--- config.mk ---
export PLATFORM = sky130hd
export DESIGN_NAME = qspi_line_fetch
export DESIGN_NICKNAME = d
export VERILOG_FILES = /design/src/rtl/qspi_line_fetch.sv
export SDC_FILE = /design/constraint.sdc
export NUM_CORES = 1
export LEC_CHECK = 0
export ABC_AREA = 1
export BUFFER_PORTS_ARGS = -buffer_cell sky130_fd_sc_hd__clkbuf_2
export CORE_MARGIN = 5
export CORE_UTILIZATION = 45
export DETAILED_ROUTE_END_ITERATION = 7
export PLACE_DENSITY = 0.59
export SETUP_SLACK_MARGIN = 0.15
export SLEW_MARGIN = 25
export SYNTH_ARGS = -nofsm -noshare
export SYNTH_HDL_FRONTEND = slang
export SYNTH_SLANG_ARGS = --single-unit
--- constraint.sdc ---
create_clock -name clk -period 4.1 [get_ports clk]
set_input_delay 0 -clock clk [delete_from_list [all_inputs] [get_ports clk]]
set_output_delay 0 -clock clk [all_outputs]
set_load 0.005 [all_outputs]
--- src/rtl/qspi_line_fetch.sv ---
// Quad Output Fast Read (6Bh) line prefetcher feeding a ping-pong nibble buffer.
// Optional feature macro: QSPI_FETCH_CHECKSUM_EN adds csum[7:0] (wrapping sum of the last fetch).
module qspi_line_fetch #(
    parameter int         NIBBLES    = 136,
    parameter int         DUMMY_CLKS = 8,
    parameter logic [7:0] CMD        = 8'h6B,
    parameter int         IDX_W      = 8
) (
    input  logic             clk,
    input  logic             reset_n,
    input  logic             start,
    input  logic [23:0]      addr,
    input  logic             swap,
    input  logic [IDX_W-1:0] rd_idx,
    output logic [3:0]       rd_data,
    output logic             busy,
    output logic             done,
    output logic             late,
    output logic             spi_cs,
    output logic             spi_sclk,
    input  logic [3:0]       spi_in,
    output logic             spi_out0,
    output logic             spi_dir0
`ifdef QSPI_FETCH_CHECKSUM_EN
    ,
    output logic [7:0]       csum
`endif
);

    localparam int DATA_START = 32 + DUMMY_CLKS;
    localparam int LAST_K     = DATA_START + NIBBLES - 1;
    localparam int CNT_W      = $clog2(LAST_K + 1);

    typedef enum logic [2:0] {ST_IDLE, ST_CMD, ST_ADDR, ST_DUMMY, ST_DATA, ST_END} state_t;

    state_t             state_reg, state_next;
    logic [CNT_W-1:0]   cnt_reg, cnt_next;
    logic [31:0]        shift_reg, shift_next;
    logic               cs_next, out0_next, dir0_next, busy_next, done_next;
    logic               cs_reg, out0_reg, dir0_reg, busy_reg, done_reg, late_reg;
    logic               rd_bank_reg, wr_bank_reg;
    logic               accept, write_en;
    logic [3:0]         cap_reg;
    logic [IDX_W-1:0]   wr_idx;
    logic [3:0]         bank_rd [2];

    assign spi_sclk = ~clk;
    assign spi_cs   = cs_reg;
    assign spi_out0 = out0_reg;
    assign spi_dir0 = dir0_reg;
    assign busy     = busy_reg;
    assign done     = done_reg;
    assign late     = late_reg;

    // Control outputs are computed for the cycle being entered, then registered.
    always_comb begin
        state_next = state_reg;
        cnt_next   = cnt_reg + CNT_W'(1);
        shift_next = shift_reg;
        cs_next    = 1'b0;
        out0_next  = 1'b0;
        dir0_next  = 1'b0;
        busy_next  = 1'b0;
        done_next  = 1'b0;
        accept     = 1'b0;
        write_en   = 1'b0;
        case (state_reg)
            ST_IDLE: begin
                cnt_next = '0;
                if (start) begin
                    accept     = 1'b1;
                    state_next = ST_CMD;
                    cs_next    = 1'b1;
                    busy_next  = 1'b1;
                    out0_next  = CMD[7];
                    shift_next = {CMD[6:0], addr, 1'b0};
                end
            end
            ST_CMD, ST_ADDR: begin
                cs_next    = 1'b1;
                busy_next  = 1'b1;
                out0_next  = shift_reg[31];
                shift_next = {shift_reg[30:0], 1'b0};
                if (state_reg == ST_CMD && cnt_reg == CNT_W'(7))
                    state_next = ST_ADDR;
                if (cnt_reg == CNT_W'(31)) begin
                    state_next = (DUMMY_CLKS == 0) ? ST_DATA : ST_DUMMY;
                    out0_next  = 1'b0;
                    dir0_next  = 1'b1;
                end
            end
            ST_DUMMY: begin
                cs_next   = 1'b1;
                busy_next = 1'b1;
                dir0_next = 1'b1;
                if (cnt_reg == CNT_W'(DATA_START - 1))
                    state_next = ST_DATA;
            end
            ST_DATA: begin
                write_en = 1'b1;
                if (cnt_reg == CNT_W'(LAST_K)) begin
                    state_next = ST_END;
                    done_next  = 1'b1;
                end else begin
                    cs_next   = 1'b1;
                    busy_next = 1'b1;
                    dir0_next = 1'b1;
                end
            end
            ST_END: begin
                state_next = ST_IDLE;
                cnt_next   = '0;
            end
            default: begin
                state_next = ST_IDLE;
                cnt_next   = '0;
            end
        endcase
    end

    always_ff @(posedge clk or negedge reset_n) begin
        if (!reset_n) begin
            state_reg   <= ST_IDLE;
            cnt_reg     <= '0;
            shift_reg   <= '0;
            cs_reg      <= 1'b0;
            out0_reg    <= 1'b0;
            dir0_reg    <= 1'b0;
            busy_reg    <= 1'b0;
            done_reg    <= 1'b0;
            late_reg    <= 1'b0;
            rd_bank_reg <= 1'b0;
            wr_bank_reg <= 1'b0;
        end else begin
            state_reg   <= state_next;
            cnt_reg     <= cnt_next;
            shift_reg   <= shift_next;
            cs_reg      <= cs_next;
            out0_reg    <= out0_next;
            dir0_reg    <= dir0_next;
            busy_reg    <= busy_next;
            done_reg    <= done_next;
            late_reg    <= swap & busy_reg;
            rd_bank_reg <= rd_bank_reg ^ swap;
            // A same-cycle swap is applied before choosing the write bank.
            if (accept)
                wr_bank_reg <= ~(rd_bank_reg ^ swap);
        end
    end

    // The flash drives after the falling SCLK edge, so sample mid-cycle on negedge clk.
    always_ff @(negedge clk or negedge reset_n) begin
        if (!reset_n)
            cap_reg <= '0;
        else if (state_reg == ST_DATA)
            cap_reg <= spi_in;
    end

    assign wr_idx = IDX_W'(cnt_reg - CNT_W'(DATA_START));

    genvar gi;
    generate
        for (gi = 0; gi < 2; gi++) begin : g_bank
            logic [3:0] mem [NIBBLES];
            always_ff @(posedge clk) begin
                if (write_en && wr_bank_reg == 1'(gi))
                    mem[wr_idx] <= cap_reg;
            end
            assign bank_rd[gi] = mem[rd_idx];
        end
    endgenerate

    assign rd_data = (int'(rd_idx) < NIBBLES) ? bank_rd[rd_bank_reg] : 4'h0;

`ifdef QSPI_FETCH_CHECKSUM_EN
    logic [7:0] acc_reg, csum_reg;

    always_ff @(posedge clk or negedge reset_n) begin
        if (!reset_n) begin
            acc_reg  <= '0;
            csum_reg <= '0;
        end else begin
            if (accept)
                acc_reg <= '0;
            else if (write_en)
                acc_reg <= acc_reg + {4'h0, cap_reg};
            if (write_en && done_next)
                csum_reg <= acc_reg + {4'h0, cap_reg};
        end
    end

    assign csum = csum_reg;
`endif

endmodule

==> flow_summary.yaml, run 1 <==
clocking:
  cts-buffers-inserted: 116
  cts_tree: "done"
  post_cts_buffers: 0
  h-tree-depth: 3
  worst_setup_hold_path_clk_slew_ns: 0.06
  worst_skew_pair.late_latency_ns: 0.71
  cts_root_buf: "clkbuf_16"
  clockBufferDepth: 3
  postCtsResizedCells: 0
global_route:
  global_route.usage.total: 0.228
  groute.layer.met2.usage: 0.374
  gr_peak_layer: "met2"
  grt_max_degree: 138
  grtUsageMet1: 0.318
  first_pass_grt_wire_length_um: 197000
  global_route.usage.met3: 0.0362
  grt_overflow_total: 0
  first_global_vias: 31400
  antenna_violations_before_repair: 2
sta:
  max_slew.worst_pin.slew_ns: 1.15
  portion_of_the_clock_cycle_consumed_by_the_worst_path_in_the_final_layout: 0.825
  finalSetupTns_ns: 0
  timing.fmax_mhz: 296
  rsz0062_at_grt: "no"
  report.final.setup_viol: 0
  maxSlewHeadroom: 0.232
  minimum_clock_period_after_layout_ns: 3.38
  hold_violations: 0
  timing.clock.skew_ns: 0.0601
  final_max_slew_viol_count: 0
  layout_setup_ws_ns: 0.717
  holdWs_ns: 0.0618
power:
  vdd_ir_drop_max_v: 0.000341
  power.static_leakage_uw: 0.0199
  power_density_mw_per_mm2: 447
worst_hold_path:
  hold_path_class: "in2reg"
final_layout:
  fin_util: 0.507
  syn_to_final_growth_pct: 11.9
  layout.nets: 4534
  largest_register_ffs: 1088
  antenna_cells: 0
  fraction_of_layout_cells_with_a_size_suffix_above_1: 0.0754
critical_path:
  critical_path_arrival_ns: 3.90
  worst_setup_path_start_kind: "register"
  cp-end-kind: "register"
  crit_required_ns: 4.62
  timing.setup.critical_path_class: "reg2reg"
  reg2reg_setup_slack_ns: 0.72
  timing.critical_path.fanout_max: 37
synthesis:
  postSynthRegisterBits: 1141
  synth_flop_cell: "edfxtp_1"
  post_synth.cell_area_avg_um2: 10.8
  synth.cell_area_mm2: 0.0484
  synth_edf_count: 1088
  async_reset_ff_frac: 0.0465
  yosys.cell_types.count: 34
  proportion_of_netlist_area_held_by_the_largest_area_contributor: 0.675
  synth_most_common_cell: "nand2_1"
  synth.yosys.seq_area_share: 0.702
  postSynthCellCount: 4471
  postSynthNetCount: 4517
  synth.top_cells.by_count: "nand2_1, edfxtp_1, nand3_1, nor2_1, inv_1"
  synth_top_area_cell: "edfxtp_1"
  synthesis.yosys.warnings: 0
  synth_area_leaders: "edfxtp_1, nand2_1, nand3_1"
job:
  max_cap_violations: 0
floorplanning:
  number_of_cell_rows: 120
  die_width_um: 338
  die-area_mm2: 0.114
  placeableCoreArea_mm2: 0.107
  die_y_um: 338
  start_util: 0.453
  design.portCount: 51
detailed_routing:
  drt_drc_violations_left: 0
  dr.pass1.iters: 7
  route.detailed.wl_per_inst_um: 21.8
  detail_route.vias_per_cell: 5.47
  wirelength_um: 131000
  ant_nets: 0
  first_iter_violations: 3279
  total_number_of_vias: 32700
placed_design:
  gp_congestion: 0.828
  detailedPlacementHpwl_um: 77500
  port-buffer-count: 50
  dp_worst_setup_slack_ns: 0.664
status:
  status: "finished, final reports clean"
-- cells by family (layout without fill, tap and decap cells) --
logic type | count (synthesis) | after routing | share of synthesized area
AND/OR/NAND/NOR | 2594 | 2594 | 0.223
flip-flops | 1141 | 1141 | 0.702
buffers and inverters | 460 | 565 | 0.0420
AO/OA/AOI/OAI | 266 | 266 | 0.0305
adder cells (fa/ha/maj) | 6 | 6 | 0.00155
XOR/XNOR | 4 | 4 | 0.000879
-- layout by cell type, fill, tap and decap left out, types with 26 or more instances in the layout --
cell type      instances
a21oi_1               79
buf_12                37
buf_4                 68
clkbuf_1              26
clkbuf_16            117
clkbuf_2              47
clkinv_1              30
dfrtp_1               49
dlygate4sd3_1         29
edfxtp_1            1088
inv_1                156
nand2_1             1330
nand3_1              709
nor2_1               459
nor3_1                73
o21ai_0              116
-- stage by stage --
step,std cells,cell area [µm²],total power (µW)
floorplan,4471,48400,13900
global placement,5744,50400,14500
detailed placement,5744,50400,14500
CTS,5979,54200,24400
global route,5979,54200,25000
finish,5979,54200,24200
-- per-layer routing --
metal  share of wire  routed length (µm)
met4           0.029                3810
met5         0.00041                  53
met1            0.42               54400
met3           0.070                9200
met2            0.48               63200
-- layout make-up --
| class | count | area (µm²) |
|---|---|---|
| Inverter | 174 | 671 |
| Clock buffer | 144 | 3030 |
| Tap cell | 1403 | 1760 |
| Sequential cell | 1141 | 34000 |
| Timing Repair Buffer | 183 | 1810 |
| Fill cell | 9505 | 52700 |
| Multi-Input combinational cell | 2870 | 12400 |
| Clock inverter | 64 | 497 |
-- worst max-delay path, stage by stage, from the launching register on --
cell	delay, ns
dfrtn_1	0.70
buf_12	0.24
buf_12	0.21
-- final timing paths --
kind,from,to,depth (start not counted)
min in group asynchronous,reset_n,spi_out0$_DFF_PN0_,3
max in group asynchronous,reset_n,cap_reg[2]$_DFFE_NN0N_,2
worst max-delay path,cap_reg[2]$_DFFE_NN0N_,g_bank[0].mem[31][2]$_DFFE_PP_,2
worst min register to register,cap_reg[1]$_DFFE_NN0N_,cap_reg[1]$_DFFE_NN0N_,2
worst max register to register,cap_reg[2]$_DFFE_NN0N_,g_bank[0].mem[31][2]$_DFFE_PP_,2
worst min-delay path,swap,rd_bank_reg$_DFF_PN0_,3
-- power breakdown --
part / internal, µW / switching (µW)
clock network: 5630 / 4320
registers: 12800 / 17.6
logic: 404 / 1050
-- repair_timing --
action | 4_1_cts | 5_1_grt
endpoints found under the setup margin | 0 | 0
endpoints found under the hold margin | 84 | 0
hold buffers | 29 | 0
Note: power is estimated with default switching activity, not from simulation.
==> run 2: changes to the inputs <==
--- a/config.mk
+++ b/config.mk
@@ -5,7 +5,7 @@
 export SDC_FILE = /design/constraint.sdc
 export NUM_CORES = 1
 export LEC_CHECK = 0
-export ABC_AREA = 1
+export ABC_AREA = 0
 export BUFFER_PORTS_ARGS = -buffer_cell sky130_fd_sc_hd__clkbuf_2
 export CORE_MARGIN = 5
 export CORE_UTILIZATION = 45
==> constraint.sdc (replaced) <==
create_clock -name clk -period 3.1 [get_ports clk]
set_input_delay 0 -clock clk [delete_from_list [all_inputs] [get_ports clk]]
set_output_delay 0 -clock clk [all_outputs]
set_load 0.005 [all_outputs]
==> run 2 against run 1 <==
Against the previous run:
- the flow now finishes with violations (setup timing)
- combinational power grew to 2.7 times the previous value
- clock skew grew 0.012 ns
- sequential power grew 36%
==> flow_summary.yaml, run 2 <==
final_layout:
  finish.cell_count_without_fillers: 4183
  fraction_of_layout_cells_with_a_size_suffix_above_1: 0.257
  most_common_cell_after_layout_fill_and_taps_aside: "edfxtp_1"
  largest_register_ffs: 1088
  post-route-cell-area_mm2: 0.0533
  fin_util: 0.525
  layout.cells.most_common_list: "edfxtp_1, nor2_1, mux4_2"
  syn_to_final_growth_pct: 16.1
  fillers: 8098
  layout.nets: 2766
power:
  power_density_mw_per_mm2: 668
  power.static_leakage_uw: 0.0173
  vdd_ir_drop_max_v: 0.000570
global_route:
  grt_overflow_total: 0
  first_pass_grt_wire_length_um: 179000
  first_global_vias: 25700
  global_route.usage.total: 0.228
  grt_max_degree: 89
  antenna_violations_before_repair: 4
floorplanning:
  die_width_um: 329
  die_y_um: 329
  start_util: 0.452
  number_of_cell_rows: 117
  die-area_mm2: 0.109
  placeableCoreArea_mm2: 0.102
  design.portCount: 51
synthesis:
  proportion_of_netlist_area_held_by_the_largest_area_contributor: 0.711
  postSynthRegisterBits: 1141
  postSynthCellCount: 2500
  synth_top_area_cell: "edfxtp_1"
  yosys.cell_types.count: 69
  synth_flop_cell: "edfxtp_1"
  synth_edf_count: 1088
  postSynthNetCount: 2546
  synthesis.yosys.warnings: 0
  async_reset_ff_frac: 0.0465
  synth.yosys.seq_area_share: 0.740
  synth.cell_area_mm2: 0.0459
  synth.top_cells.by_count: "edfxtp_1, nor2_1, mux4_2, nand2_1, mux2i_1"
  synth_area_leaders: "edfxtp_1, mux4_2, nor2_1"
  post_synth.cell_area_avg_um2: 18.4
  synth_most_common_cell: "edfxtp_1"
critical_path:
  reg2reg_setup_slack_ns: 0.27
  worst_flop_to_flop_path_startpoint: "cnt_reg[3]$_DFF_PN0_"
  timing.setup.critical_path_class: "reg2out"
  critical_path.reg2reg.endpoint: "g_bank[0].mem[73][2]$_DFFE_PP_"
  worst_setup_path_endpoint: "rd_data[0]"
  path_cells: "mux4_2 -> mux4_2 -> nand3_2 -> a21oi_2 -> o41ai_4 -> a32oi_2 -> buf_2"
  timing.critical_path.fanout_max: 1
  crit_required_ns: 3.10
  critPathMaxStageDelay_ns: 0.59
  critPathLaunch: "g_bank[0].mem[23][0]$_DFFE_PP_"
  cp-end-kind: "output port"
  critical_path_arrival_ns: 3.16
  worst_setup_path_start_kind: "register"
  crit_path_frequent_cell: "mux4_2"
  r2r.worst_path.cells: 11
  crit_slowest_cell: "mux4_2"
detailed_routing:
  wirelength_met1_um: 49700
  topmost_layer_with_routed_signal_wires: "met5"
  total_number_of_vias: 24800
  detail_route.vias_per_cell: 5.94
  route.detailed.wl_per_inst_um: 29.4
  met2RoutedLength_um: 58300
  drt_drc_violations_left: 0
  ant_nets: 0
  first_iter_violations: 2463
  dr.pass1.iters: 5
  route.met3.wl_um: 12000
  wirelength_um: 123000
sta:
  hold_violations: 0
  minimum_clock_period_after_layout_ns: 3.16
  layout_setup_ws_ns: -0.0606
  timing.clock.skew_ns: 0.0719
  portion_of_the_clock_cycle_consumed_by_the_worst_path_in_the_final_layout: 1.02
  rsz0062_at_grt: "yes"
  timing.fmax_mhz: 316
  max_slew.worst_pin.slew_ns: 1.00
  holdWs_ns: 0.104
  report.final.setup_viol: 4
  maxSlewHeadroom: 0.331
  final_max_slew_viol_count: 0
clocking:
  cts-buffers-inserted: 112
  worst_skew_pair.late_latency_ns: 0.71
  clockBufferDepth: 3
  worst_setup_hold_path_clk_slew_ns: 0.06
  cts_root_buf: "clkbuf_16"
  post_cts_buffers: 0
  cts_tree: "done"
  h-tree-depth: 3
worst_hold_path:
  hold_path_class: "in2reg"
  min_from: "swap"
placed_design:
  gp_congestion: 0.852
  port-buffer-count: 50
  placedInstanceArea_mm2: 0.0489
  dp.cells: 3947
  dp_worst_setup_slack_ns: -0.0699
  detailedPlacementHpwl_um: 79100
job:
  max_cap_violations: 0
status:
  failed_checks: "setup timing"
  status: "finished, violations left"
-- run 2: worst min-delay path by stage --
stage,to,cells past startpoint
CTS,shift_reg[1]$_DFFE_PN0P_,4
finish,rd_bank_reg$_DFF_PN0_,3
floorplan,busy$_DFF_PN0_,0
global route,rd_bank_reg$_DFF_PN0_,3
detailed placement,spi_sclk,2
global placement,spi_sclk,2
-- run 2: logic make-up after synthesis --
group | Yosys count | share of synthesized area
AO/OA/AOI/OAI | 222 | 0.0342
adder cells (fa/ha/maj) | 6 | 0.00163
buffers and inverters | 178 | 0.0227
AND/OR/NAND/NOR | 578 | 0.0517
multiplexers | 362 | 0.147
XOR/XNOR | 13 | 0.00248
flip-flops | 1141 | 0.740
-- run 2: worst max-delay path: cells and delay by family (launching register included) --
family	cells	cell delay, ns
flops	1	0.37
compound gates	3	0.67
buf+inv	1	0.22
mux	2	1.08
simple gates	1	0.11
-- run 2: power breakdown --
group          total (µW)  switching, µW  internal (µW)
sequential          17400            236          17200
clock               14400           5800           8580
combinational        3870           2560           1310
total               35600           8600          27000
-- run 2: through the flow --
step / power, µW / setup TNS, ns
2_1_floorplan: 19800 / -2963.49
3_3_place_gp: 21400 / -0.449
5_1_grt: 36800 / -0.512
4_1_cts: 35800 / -0.183
6_report: 35600 / -0.160
3_5_place_dp: 21500 / -0.812
-- run 2: what timing repair did --
item                       CTS  global route
pin swaps                   12             8
hold buffers                27             0
hold endpoints to repair    78             0
resized for setup           37            60
setup endpoints to repair  222           512
gates cloned                 0             0
-- run 2: cell type report --
type | instances | area, µm² | share of cell area
tap | 1368 | 1710 | 0.0321
clock buffer | 141 | 3030 | 0.0569
sequential | 1141 | 34000 | 0.638
timing repair buffer | 269 | 2440 | 0.0458
antenna | 1 | 2.50 | 0.0000469
inverter | 13 | 48.8 | 0.000915
multi-input combinational | 1181 | 11200 | 0.210
clock inverter | 69 | 875 | 0.0164
-- run 2: metal layers --
layer | GRT usage | vias to the layer above
li1 | - | 10500
met1 | 0.315 | 13000
met2 | 0.359 | 1178
met3 | 0.0654 | 154
met4 | 0.0633 | 2
met5 | 0 | -
